===== src/rtl/db_scan_ctrl_pkg.sv =====
// Shared constants and types for the db_scan_ctrl switch debounce controller.
package db_pkg;

    localparam int DB_TICK_BITS    = 20;
    localparam int DB_STABLE_TICKS = 3;

    typedef enum logic {
        EMPTY = 1'b0,
        FULL  = 1'b1
    } slot_state_t;

    function automatic int wrap_inc(input int idx, input int n);
        return (idx + 1 >= n) ? 0 : idx + 1;
    endfunction

endpackage


===== src/rtl/db_scan_ctrl_if.sv =====
// Valid/ready debounced-event port of db_scan_ctrl; master = controller, slave = consumer.
interface db_evt_if #(
    parameter int N_CH = 4
);
    localparam int CH_W = $clog2(N_CH);

    logic            evt_valid;
    logic            evt_ready;
    logic [CH_W-1:0] evt_ch;
    logic            evt_rise;
    logic            evt_overrun;

    modport master (
        output evt_valid,
        output evt_ch,
        output evt_rise,
        output evt_overrun,
        input  evt_ready
    );

    modport slave (
        input  evt_valid,
        input  evt_ch,
        input  evt_rise,
        input  evt_overrun,
        output evt_ready
    );

endinterface


===== src/rtl/db_scan_ctrl_chan.sv =====
// One debounce channel: 2-flop synchroniser, tick-qualified stability counter and db flop.
module db_chan
    import db_pkg::*;
#(
    parameter int STABLE_TICKS = DB_STABLE_TICKS
) (
    input  logic clk,
    input  logic reset_n,
    input  logic i_tick,
    input  logic i_sw,
    output logic o_db,
    output logic o_edge,
    output logic o_new
);

    localparam int CNT_W = $clog2(STABLE_TICKS + 1);

    logic             r_meta;
    logic             r_s;
    logic             r_db;
    logic [CNT_W-1:0] r_cnt;
    logic             w_mis;
    logic             w_flip;

    assign w_mis  = r_s ^ r_db;
    // Flip on the tick that would complete STABLE_TICKS mismatching ticks.
    assign w_flip = w_mis && i_tick && (r_cnt == CNT_W'(STABLE_TICKS - 1));

    always_ff @(posedge clk or negedge reset_n) begin
        if (!reset_n) begin
            r_meta <= 1'b0;
            r_s    <= 1'b0;
            r_db   <= 1'b0;
            r_cnt  <= '0;
        end else begin
            r_meta <= i_sw;
            r_s    <= r_meta;
            if (!w_mis) begin
                r_cnt <= '0;
            end else if (w_flip) begin
                r_db  <= r_s;
                r_cnt <= '0;
            end else if (i_tick) begin
                r_cnt <= r_cnt + 1'b1;
            end
        end
    end

    assign o_db   = r_db;
    assign o_edge = w_flip;
    assign o_new  = r_s;

endmodule


===== src/rtl/db_scan_ctrl.sv =====
// Multi-channel debounce controller with round-robin event serialisation.
// Optional feature macro: DB_RELEASE_EVT_EN (release edges also produce events).
module db_scan_ctrl
    import db_pkg::*;
#(
    parameter int N_CH         = 4,
    parameter int TICK_BITS    = DB_TICK_BITS,
    parameter int STABLE_TICKS = DB_STABLE_TICKS
) (
    input  logic            clk,
    input  logic            reset_n,
    input  logic [N_CH-1:0] sw,
    output logic [N_CH-1:0] db,
    db_evt_if.master        evt
);

    localparam int CH_W = $clog2(N_CH);

    logic [TICK_BITS-1:0] r_presc;
    logic                 w_tick;
    logic [N_CH-1:0]      w_edge;
    logic [N_CH-1:0]      w_new;
    logic [N_CH-1:0]      w_qual;
    logic [N_CH-1:0]      w_clr;
    logic [N_CH-1:0]      w_ovr_vec;
    logic [N_CH-1:0]      r_pend;
    logic                 r_ovr;
    slot_state_t          r_state;
    logic [CH_W-1:0]      r_rr;
    logic [CH_W-1:0]      r_ch;
    logic [CH_W-1:0]      w_gnt;
    logic                 w_any;
    logic                 w_hs;
    logic                 w_load;

    assign w_tick = &r_presc;

    always_ff @(posedge clk or negedge reset_n) begin
        if (!reset_n) begin
            r_presc <= '0;
        end else begin
            r_presc <= r_presc + 1'b1;
        end
    end

    for (genvar g = 0; g < N_CH; g++) begin : g_ch
        db_chan #(
            .STABLE_TICKS(STABLE_TICKS)
        ) u_chan (
            .clk    (clk),
            .reset_n(reset_n),
            .i_tick (w_tick),
            .i_sw   (sw[g]),
            .o_db   (db[g]),
            .o_edge (w_edge[g]),
            .o_new  (w_new[g])
        );
    end

`ifdef DB_RELEASE_EVT_EN
    assign w_qual = w_edge;
`else
    assign w_qual = w_edge & w_new;
`endif

    // Lowest offset from r_rr wins; later loop iterations are closer and overwrite.
    always_comb begin
        int v_idx;
        w_any = 1'b0;
        w_gnt = '0;
        v_idx = 0;
        for (int k = N_CH - 1; k >= 0; k--) begin
            v_idx = int'(r_rr) + k;
            if (v_idx >= N_CH) v_idx = v_idx - N_CH;
            if (r_pend[v_idx]) begin
                w_any = 1'b1;
                w_gnt = CH_W'(v_idx);
            end
        end
    end

    assign w_hs   = (r_state == FULL) && evt.evt_ready;
    assign w_load = w_any && ((r_state == EMPTY) || w_hs);

    always_comb begin
        w_clr     = '0;
        w_ovr_vec = '0;
        for (int i = 0; i < N_CH; i++) begin
            w_clr[i]     = w_load && (w_gnt == CH_W'(i));
            w_ovr_vec[i] = w_qual[i] && r_pend[i] && !w_clr[i];
        end
    end

    always_ff @(posedge clk or negedge reset_n) begin
        if (!reset_n) begin
            r_pend <= '0;
            r_ovr  <= 1'b0;
        end else begin
            r_pend <= (r_pend & ~w_clr) | w_qual;
            r_ovr  <= |w_ovr_vec;
        end
    end

    always_ff @(posedge clk or negedge reset_n) begin
        if (!reset_n) begin
            r_state <= EMPTY;
            r_rr    <= '0;
            r_ch    <= '0;
        end else if (w_load) begin
            r_state <= FULL;
            r_ch    <= w_gnt;
            r_rr    <= CH_W'(wrap_inc(int'(w_gnt), N_CH));
        end else if (w_hs) begin
            r_state <= EMPTY;
        end
    end

`ifdef DB_RELEASE_EVT_EN
    logic [N_CH-1:0] r_dir;
    logic            r_rise;

    // The loaded direction is the pre-edge value, so a same-cycle edge stays pending intact.
    always_ff @(posedge clk or negedge reset_n) begin
        if (!reset_n) begin
            r_dir  <= '0;
            r_rise <= 1'b0;
        end else begin
            r_dir <= (r_dir & ~w_qual) | (w_new & w_qual);
            if (w_load) r_rise <= r_dir[w_gnt];
        end
    end

    assign evt.evt_rise = r_rise;
`else
    assign evt.evt_rise = 1'b1;
`endif

    assign evt.evt_valid   = (r_state == FULL);
    assign evt.evt_ch      = r_ch;
    assign evt.evt_overrun = r_ovr;

endmodule


===== src/flat_wrapper.sv =====
// flat-port wrapper written by rule: the top's interface ports become plain ports
module db_scan_ctrl_flat import db_pkg::*;
#(
    parameter int N_CH         = 4,
    parameter int TICK_BITS    = DB_TICK_BITS,
    parameter int STABLE_TICKS = DB_STABLE_TICKS
)
  (clk, reset_n, sw, db, evt_evt_valid, evt_evt_ch, evt_evt_rise, evt_evt_overrun, evt_evt_ready);
  db_evt_if #(.N_CH(N_CH)) evt_i ();
  input  logic clk;
  input  logic reset_n;
  input  logic [N_CH-1:0] sw;
  output logic [N_CH-1:0] db;
  output wire logic [$bits(evt_i.evt_valid)-1:0] evt_evt_valid;
  output wire logic [$bits(evt_i.evt_ch)-1:0] evt_evt_ch;
  output wire logic [$bits(evt_i.evt_rise)-1:0] evt_evt_rise;
  output wire logic [$bits(evt_i.evt_overrun)-1:0] evt_evt_overrun;
  input wire logic [$bits(evt_i.evt_ready)-1:0] evt_evt_ready;
  assign evt_evt_valid = evt_i.evt_valid;
  assign evt_evt_ch = evt_i.evt_ch;
  assign evt_evt_rise = evt_i.evt_rise;
  assign evt_evt_overrun = evt_i.evt_overrun;
  assign evt_i.evt_ready = evt_evt_ready;
  db_scan_ctrl #(.N_CH(N_CH), .TICK_BITS(TICK_BITS), .STABLE_TICKS(STABLE_TICKS)) u_core (.clk(clk), .reset_n(reset_n), .sw(sw), .db(db), .evt(evt_i));
endmodule

===== config.mk =====
export PLATFORM = sky130hd
export DESIGN_NAME = db_scan_ctrl_flat
export DESIGN_NICKNAME = d
export VERILOG_FILES = /design/src/rtl/db_scan_ctrl_pkg.sv /design/src/rtl/db_scan_ctrl_if.sv /design/src/rtl/db_scan_ctrl_chan.sv /design/src/rtl/db_scan_ctrl.sv /design/src/flat_wrapper.sv
export SDC_FILE = /design/constraint.sdc
export NUM_CORES = 1
export LEC_CHECK = 0
export CAP_MARGIN = 20
export CORE_MARGIN = 8
export CORE_UTILIZATION = 55
export DETAILED_ROUTE_END_ITERATION = 10
export GPL_ROUTABILITY_DRIVEN = 0
export HOLD_SLACK_MARGIN = 0.12
export PLACE_DENSITY_LB_ADDON = 0.12
export SYNTH_ARGS = -nofsm -noshare
export SYNTH_HDL_FRONTEND = slang
export SYNTH_HIERARCHICAL = 1
export SYNTH_SLANG_ARGS = --single-unit

===== constraint.sdc =====
create_clock -name clk -period 5.9 [get_ports clk]
set_clock_uncertainty 0.05 [all_clocks]
set_input_delay 1.18 -clock clk [delete_from_list [all_inputs] [get_ports clk]]
set_output_delay 1.18 -clock clk [all_outputs]
set_load 0.03 [all_outputs]

After elaboration in Yosys (flattened, before gate mapping) --
Cells that the tools add are included.
Word-level totals: output and inout port bits 9, flip-flop bits (word level) 50, bits of input ports 7
Cells by class: order comparisons 9, multiplexer cells 39, reduce and logical (&&, ||, !) cells 35, equal/unequal tests 11, bitwise operators 9, add/sub/neg operators 13
Operators by type and width (count):
- $lt A32 B4 Y1 const B | 4
- $mux W32 | 4
- $ge A32 B4 Y1 const B | 3
- $sub A32 B4 Y32 const B | 3
- $mux W2 | 17
- $logic_and A1 B1 Y1 | 22
- $add A20 B1 Y20 const B | 1
- $reduce_and A20 Y1 | 1
- $mux W1 | 14
- $eq A2 B2 Y1 const B | 6
- $ne A3 B2 Y1 const B | 3
- $add A2 B1 Y2 const B | 4
- $and A4 B4 Y4 | 2
- $bmux W1 S2 | 4
- $reduce_and A2 Y1 | 4
- $add A2 B1 Y3 const B | 2
- $add A2 B2 Y3 const B | 2
- $logic_not A1 Y1 | 4
- $not A4 Y4 | 1
- $or A4 B4 Y4 | 1
- $reduce_or A4 Y1 | 1
- $sub A2 B3 Y4 const B | 1
- $xor A1 B1 Y1 | 4
- $ge A2 B3 Y1 const B | 1
- other kinds (7) | 7

Logic depth before layout (Yosys ltp) --
Gate-level depths: netlist of the first run.
depth after elaboration 15, gate-level depth with buffers 10, depth with buffers taken out 10

Cells and area by module --
The synthesis of the first run kept the hierarchy.
By module, submodules not included:
- db_scan_ctrl | sequential area each 750.7 um2, times used 1, area an instance 1440.1 um2, cells an instance 130
- db_chan | sequential area each 125.1 um2, times used 4, area an instance 195.2 um2, cells an instance 15

Least setup slack after synthesis of the first run --
No wires, ideal clock.
kind register to register, start reg u_core.r_presc[0], end reg u_core.r_ovr (netlist: u_core/evt.evt_overrun), setup slack 3.728 ns, path buffers 0, cell stages (with the launch flop) 11, data required time 5.760 ns, arrival 2.031 ns, setup time 0.090 ns, cell sequence dfrtp_1 -> ha_1 -> nand4_2 -> nor4_4 -> and3_2 -> nand3b_1 -> nor2_1 -> nand2_1 -> a211oi_1 -> a41oi_1 -> o221ai_1
Between the ends: longest elaborated chain between the ends 7, elaborated cells between the ends (all ways) 19, classes of those cells bitwise: 1; reduce/logical: 18
RTL lines:
- from (decl) | RTL line db_scan_ctrl.sv:19 | logic [TICK_BITS-1:0] r_presc;
- from (signal assigned) | RTL line db_scan_ctrl.sv:42 | r_presc <= r_presc + 1'b1;
- $reduce_and A20 Y1 | RTL line db_scan_ctrl.sv:36 | assign w_tick = &r_presc;
- via u_core.w_tick | RTL line db_scan_ctrl.sv:20 | logic w_tick;
- $logic_and A1 B1 Y1 (2 in a row) | RTL line db_scan_ctrl_chan.sv:27 | assign w_flip = w_mis && i_tick && (r_cnt == CNT_W'(STABLE_TICKS - 1));
- via u_core.w_edge[3] | RTL line db_scan_ctrl.sv:21 | logic [N_CH-1:0] w_edge;
- $and A4 B4 Y4 | RTL line db_scan_ctrl.sv:63 | assign w_qual = w_edge & w_new;
- $logic_and A1 B1 Y1 (2 in a row) | RTL line db_scan_ctrl.sv:90 | w_ovr_vec[i] = w_qual[i] && r_pend[i] && !w_clr[i];
- $reduce_or A4 Y1 | RTL line db_scan_ctrl.sv:100 | r_ovr <= |w_ovr_vec;
- to (signal assigned) | RTL line db_scan_ctrl.sv:100
- to (decl) | RTL line db_scan_ctrl.sv:27 | logic r_ovr;
The timed path passes the listed nets, and every way through them passes these cells. A chain may end at the register's enable or synchronous reset.

Final worst setup path of the first run --
start reg u_core.r_state (netlist: u_core/evt.evt_valid), end out evt_evt_valid
RTL lines:
- from (decl) | RTL line db_scan_ctrl.sv:28 | slot_state_t r_state;
- from (signal assigned) | RTL line db_scan_ctrl.sv:106 | r_state <= EMPTY;
- from (signal assigned) | RTL line db_scan_ctrl.sv:110 | r_state <= FULL;
- from (signal assigned) | RTL line db_scan_ctrl.sv:114 | r_state <= EMPTY;
- to (decl) | RTL line flat_wrapper.sv:14 | output wire logic [$bits(evt_i.evt_valid)-1:0] evt_evt_valid;
No word-level cell between the ends.

==> results.md, run 1 <==
- Standard-cell rows: 23
- Largest driver fanout on the critical path: 3
- EDFF count, synth: 0
- Slowest stage delay, CP: 690 ps
- Initial detailed-routing violation count: 55
- Clock Latency Late Sink: 300 ps
- Hold buffer count at CTS: 0
- CP Buf/Inv Count: 1
- Final ANT Viol Nets: 0
- Maximum vdd ir drop: 184 uV
- Internal: 0.000539 W
- Run status: finished clean
- WL met2: 2110 um
- Mapped cell area: 2220 um2
- Clock root cell: clkbuf_8
- CTS buffer count: 5
- # diodes: 0
- Compound-Gate Fraction of Synth Area: 5.97%
- Critical path class: flop to primary output
- Die area: 6330 um2
- Post-CTS resize count: 0
- Critical path, cell by cell: clkdlybuf4s50_1
- Initial Utilization: 56.3%
- CTS tree: done
- Layout Nets: 223
- Crit. End Element: primary output
- WHS: 304 ps
- Post-synth top area cell: dfrtp_1
- Pwr dens: 289 nW/um2
- Slew Viols, Final: 0
- Final Hold Viols: 0
- First-pass GRT wire length: 7070 um
- Mux cell area share after synthesis: 4.17%
- DP HPWL: 2780 um
- Main combinational cell family by area after synthesis: simple AND/OR/NAND/NOR gates
- Ranking of synthesized cells by area: dfrtp_1, xnor2_1, nand2_1
- Most frequent cells in the layout: dfrtp_1, nand2_1, xnor2_1, clkdlybuf4s50_1, a21oi_1
- Number of global-route vias before repair: 1563
- Gr usage total: 14.3%
- Register area share after synthesis: 56.3%
- Synth Area in Adders: 2.82%
- Crit path DAT: 1380 ps
- Syn Nets: 202
- Switch Pwr: 0.000193 W
- Syn Inst Count: 190
- Fmax achieved: 384 MHz
- RSZ-0062 raised after global routing: false
- Crit share post-route: 44.2%
- Boundary pin count: 16
- Slowest-stage cell, CP: clkdlybuf4s50_1
- # Max-Cap Violations: 0
- Sink Count: 50
- Sequential cell area: 1250 um2
- Post-synthesis xor/xnor area fraction: 8.68%
- # fillers: 306
- Simple-gate area share of the yosys netlist: 20.2%
- DR top layer: met4
- Core Region: 3940 um2
- R2r setup slk: 3380 ps
- Die Ht: 79.5 um
- Combinational Power Share: 16.5%
- Ys async rst share: 100%
- Minimum clock period: 2610 ps
- Critical path required time: 4670 ps
- Flops & latches, synth: 50
- Final Worst Setup Slack: 3290 ps
- Share of layout cells above drive strength 1: 11.8%
- Top delay family on crit path: buffers and inverters
- Clock buffer depth: 2
- Final setup vio count: 0
- Antenna violations before repair: 0
- Via count: 1407
- Largest net degree at the start of global routing: 51
- # DRC: 0
- Combined area of the multi-input logic cells: 932 um2
- H-tree depth: 2
- Mean Syn Cell Area: 11.7 um2
- Total routed wirelength: 3940 um
- Area Overhead vs Synth: 14.3%
- Post-CTS setup buffers: 0
- Startpoint types: flop
- Switching part of the total: 26.4%
- Synth warnings: 6
- Port Buf Inserts: 14
- Router iterations before antenna repair: 4
- DR WL/cell: 15.0 um
- Ys flop type: dfrtp_1
- Post-route met1 wirelength: 1650 um
- Clock Power Share: 31.6%
- HP Class: flop to flop
- Setup TNS Final: 0 ps
- Flop pwr share: 51.9%
- Unique masters post-synth: 35
- Commonest non-fill, non-tap cell in the layout: dfrtp_1
- Lkg Pwr: 1.15 nW
- Die Span X: 79.5 um
- Clock Pin Slew Worst Setup and Hold Paths: 90 ps
- Synth top area share: 56.3%
- Total grt overflow: 0
- Met3 WL post-DR: 107 um
- Post-place setup slack: 3380 ps
- DR vias/cell: 5.37
-- power groups by stage --
stage	sequential, W	combinational (W)	clock [W]
after floorplan	0.000391	0.0000728	0
after global placement	0.000385	0.000114	0
after detailed placement	0.000387	0.000120	0
after CTS	0.000380	0.000121	0.000240
after global routing	0.000383	0.000140	0.000253
final	0.000380	0.000121	0.000231
-- cells in the mapped netlist (2+ instances only) --
master,n
a21oi_1,12
and3_1,2
dfrtp_1,50
ha_1,5
inv_1,8
mux2_2,6
nand2_1,18
nand2b_1,10
nand3_1,9
nand3_2,2
nand3b_1,8
nand4_1,5
nor2_1,10
or3b_1,4
xnor2_1,17
xor2_1,5
-- logic make-up (layout without fill, tap and decap cells) --
kind of cell | Yosys count | after routing
compound gates | 20 | 20
xor+xnor | 22 | 22
fa+ha+maj | 5 | 5
buf+inv | 9 | 31
flops | 50 | 50
mux | 8 | 8
other cells | 1 | 1
simple gates | 75 | 75
-- path summary, 6_finish.rpt --
check                                                       start                                      to  depth (start not counted)
setup / recovery                 u_core/evt.evt_valid$_DFFE_PN0P_                           evt_evt_valid                          1
hold / removal             u_core/g_ch[2].u_chan/r_meta$_DFF_PN0_   u_core/g_ch[2].u_chan/o_new$_DFF_PN0_                          0
setup reg to reg                      u_core/r_presc[0]$_DFF_PN0_        u_core/evt.evt_overrun$_DFF_PN0_                         10
hold reg to reg            u_core/g_ch[2].u_chan/r_meta$_DFF_PN0_   u_core/g_ch[2].u_chan/o_new$_DFF_PN0_                          0
max in group asynchronous                                 reset_n            u_core/r_presc[12]$_DFF_PN0_                          2
min in group asynchronous                                 reset_n  u_core/g_ch[3].u_chan/o_db$_DFFE_PN0P_                          1
-- metal layers --
metal	GRT usage [%]	vias to the layer above
li1	-	690
met1	15.8	692
met2	24.6	18
met3	4.50	7
met4	6.67	0
met5	0	-
-- stage by stage --
step / std cells / util, % / total power [W] / area, um2
floorplan: 190 / - / 0.000464 / 2220
global placement: 253 / 61.2 / 0.000499 / 2410
detailed placement: 253 / 61.2 / 0.000507 / 2410
CTS: 261 / 63.9 / 0.000740 / 2520
global route: 262 / 64.4 / 0.000776 / 2540
finish: 262 / 64.4 / 0.000732 / 2540
-- sequential cells by signal, indices dropped and copies added (netlist names), 2 cells and up --
signal	count
u_core/g_ch.u_chan/r_meta	4
u_core/g_ch.u_chan/o_db	4
u_core/evt.evt_ch	2
u_core/r_pend	4
u_core/r_rr	2
u_core/g_ch.u_chan/r_cnt	8
u_core/g_ch.u_chan/o_new	4
u_core/r_presc	20
-- cell type report --
class,count,area share [%]
tap,50,2.47
inverter,8,1.18
clock inverter,1,1.18
multi-input combinational,131,36.7
clock buffer,7,3.01
sequential,50,49.3
timing repair buffer,15,6.11
Note: power is estimated with default switching activity, not from simulation.
==> run 2: changes to the inputs <==
--- a/config.mk
+++ b/config.mk
@@ -7,7 +7,7 @@
 export LEC_CHECK = 0
 export CAP_MARGIN = 20
 export CORE_MARGIN = 8
-export CORE_UTILIZATION = 55
+export CORE_UTILIZATION = 52
 export DETAILED_ROUTE_END_ITERATION = 10
 export GPL_ROUTABILITY_DRIVEN = 0
 export HOLD_SLACK_MARGIN = 0.12
==> constraint.sdc (replaced) <==
create_clock -name clk -period 2.1 [get_ports clk]
set_clock_uncertainty 0.05 [all_clocks]
set_input_delay 0.42 -clock clk [delete_from_list [all_inputs] [get_ports clk]]
set_output_delay 0.42 -clock clk [all_outputs]
set_load 0.03 [all_outputs]
==> run 2 against run 1 <==
Against the previous run:
- sequential cell count did not move
- combinational power rose to 2.9 times the previous value
- final cell count rose by 4.2%
- clock power rose by 140%
- via count rose by 5.3%
- highest routed layer unchanged
- routed wire length rose by 6.1%
- die area rose by 4.6%
- register-to-register slack got worse by 3300 ps
==> results.md, run 2 (synthesis results as in run 1) <==
- Slew HR: 65.6%
- Hold path start: u_core/g_ch[3].u_chan/r_meta$_DFF_PN0_
- Antenna violations before repair: 0
- CTS tree: done
- DR vias/cell: 5.42
- Largest net degree at the start of global routing: 24
- H-tree depth: 2
- Critical path required time: 2260 ps
- Reg2reg path depth: 9
- Port Buf Inserts: 14
- Critical path class: flop to flop
- Commonest non-fill, non-tap cell in the layout: dfrtp_1
- Core Region: 4060 um2
- Biggest regs: u_core/r_presc (20), u_core/g_ch.u_chan/r_cnt (8)
- Largest driver fanout on the critical path: 8
- Die Ht: 81.4 um
- R2r setup slk: 50 ps
- Share of layout cells above drive strength 1: 17.0%
- Clock root cell: clkbuf_8
- Gr usage total: 13.3%
- Reg-to-Reg End: u_core/evt.evt_overrun$_DFF_PN0_
- # Max-Cap Violations: 0
- Setup TNS Final: 0 ps
- Crit path DAT: 2220 ps
- Maximum vdd ir drop: 415 uV
- Clock Pin Slew Worst Setup and Hold Paths: 90 ps
- Startpoint types: flop
- Util after Layout: 64.6%
- Boundary pin count: 16
- Crit. End Element: flop
- Fmax achieved: 487 MHz
- Hold-critical path endpoint: u_core/g_ch[3].u_chan/o_new$_DFF_PN0_
- CTS buffer count: 5
- Largest register by flop count: u_core/r_presc
- Via count: 1481
- DP HPWL: 3010 um
- Crit share post-route: 97.8%
- Final ANT Viol Nets: 0
- Total routed wirelength: 4180 um
- Largest register FFs: 20
- Slew Viols, Final: 0
- RSZ-0062 raised after global routing: true
- Most frequent cells in the layout: dfrtp_1, nand2_1, xnor2_1, clkdlybuf4s50_1, a21oi_1
- Final Hold Viols: 0
- Total power: 0.00195 W
- Final setup vio count: 0
- First-pass GRT wire length: 6800 um
- Clock buffer depth: 2
- Lkg Pwr: 1.19 nW
- Total grt overflow: 0
- Pwr dens: 746 nW/um2
- Sink Count: 50
- Number of global-route vias before repair: 1469
- Least-Margin Pin Slew: 517 ps
- HP Class: flop to flop
- Hold Path Depth: 0
- Layout Nets: 234
- Initial detailed-routing violation count: 47
- Area Overhead vs Synth: 18.0%
- Router iterations before antenna repair: 4
- Die area: 6620 um2
- Run status: finished clean
- # diodes: 0
- Standard-cell rows: 23
- DP Cell Count: 258
- Initial Utilization: 54.7%
- Die Span X: 81.4 um
- Clock Latency Late Sink: 300 ps
- Finished Layout Cells: 273
- Worst r2r src: u_core/r_presc[1]$_DFF_PN0_
- # DRC: 0
- DR WL/cell: 15.3 um
- Minimum clock period: 2050 ps
run 2: critical path, cell delays in order (launching register included):
cell      delay [ps]
dfrtp_1          430
ha_4             190
nand4_4           90
nor4_4           280
and3_4           260
buf_4            130
nand3b_1         110
nor2_1           110
nand2_1          110
o221ai_1         200
run 2: layout make-up:
cell class | count | area, um2
Timing Repair Buffer | 26 | 228
Sequential cell | 50 | 1250
Inverter | 8 | 30.0
Clock inverter | 2 | 13.8
Fill cell | 323 | 1440
Multi-Input combinational cell | 131 | 962
Clock buffer | 6 | 72.6
Tap cell | 50 | 62.6
run 2: repair_timing:
action / 4_1_cts / 5_1_grt
hold endpoints to repair: 21 / 0
buffers inserted: 0 / 6
endpoints found under the setup margin: 0 / 5
resized for setup: 0 / 4
hold buffers: 1 / 0
run 2: worst max-delay path by stage:
| stage | from | endpoint | slack [ps] | cells after the start |
|---|---|---|---|---|
| after CTS | u_core/r_presc[0]$_DFF_PN0_ | u_core/evt.evt_overrun$_DFF_PN0_ | 30 | 10 |
| final | u_core/r_presc[1]$_DFF_PN0_ | u_core/evt.evt_overrun$_DFF_PN0_ | 50 | 9 |
| after global routing | u_core/r_presc[1]$_DFF_PN0_ | u_core/evt.evt_overrun$_DFF_PN0_ | -100 | 10 |
| after global placement | u_core/r_presc[0]$_DFF_PN0_ | u_core/evt.evt_overrun$_DFF_PN0_ | 140 | 10 |
| after floorplan | u_core/r_presc[0]$_DFF_PN0_ | u_core/evt.evt_overrun$_DFF_PN0_ | 110 | 10 |
| after detailed placement | u_core/r_presc[0]$_DFF_PN0_ | u_core/evt.evt_overrun$_DFF_PN0_ | 50 | 10 |
run 2: routing by layer:
metal	GRT usage [%]	wire length (um)	share of wire [%]
met1	14.0	1670	40
met2	24.5	2300	55
met3	3.86	141	3.4
met4	4.46	64	1.5
met5	0	0	0
run 2: stage by stage:
| stage | area (um2) | hold slack (ps) | worst slack [ps] |
|---|---|---|---|
| 3_3_place_gp | 2450 | 283 | 143 |
| 2_1_floorplan | 2220 | 74.4 | 115 |
| 6_report | 2620 | 306 | 46.0 |
| 4_1_cts | 2550 | 310 | 29.8 |
| 3_5_place_dp | 2450 | 289 | 49.3 |
| 5_1_grt | 2620 | 317 | -99.3 |
run 2: power by group:
| part | internal [W] | leakage [nW] | total (W) | switching [W] |
|---|---|---|---|---|
| Combinational | 0.000143 | 0.487 | 0.000346 | 0.000203 |
| Sequential | 0.00101 | 0.658 | 0.00106 | 0.0000514 |
| Clock | 0.000235 | 0.0452 | 0.000544 | 0.000309 |
==> run 3: changes to the inputs <==
--- a/config.mk
+++ b/config.mk
@@ -10,7 +10,7 @@
 export CORE_UTILIZATION = 52
 export DETAILED_ROUTE_END_ITERATION = 10
 export GPL_ROUTABILITY_DRIVEN = 0
-export HOLD_SLACK_MARGIN = 0.12
+export HOLD_SLACK_MARGIN = 0.15
 export PLACE_DENSITY_LB_ADDON = 0.12
 export SYNTH_ARGS = -nofsm -noshare
 export SYNTH_HDL_FRONTEND = slang
==> results of run 3 <==
No change in the layout: final DEF, timing and power equal those of run 2.
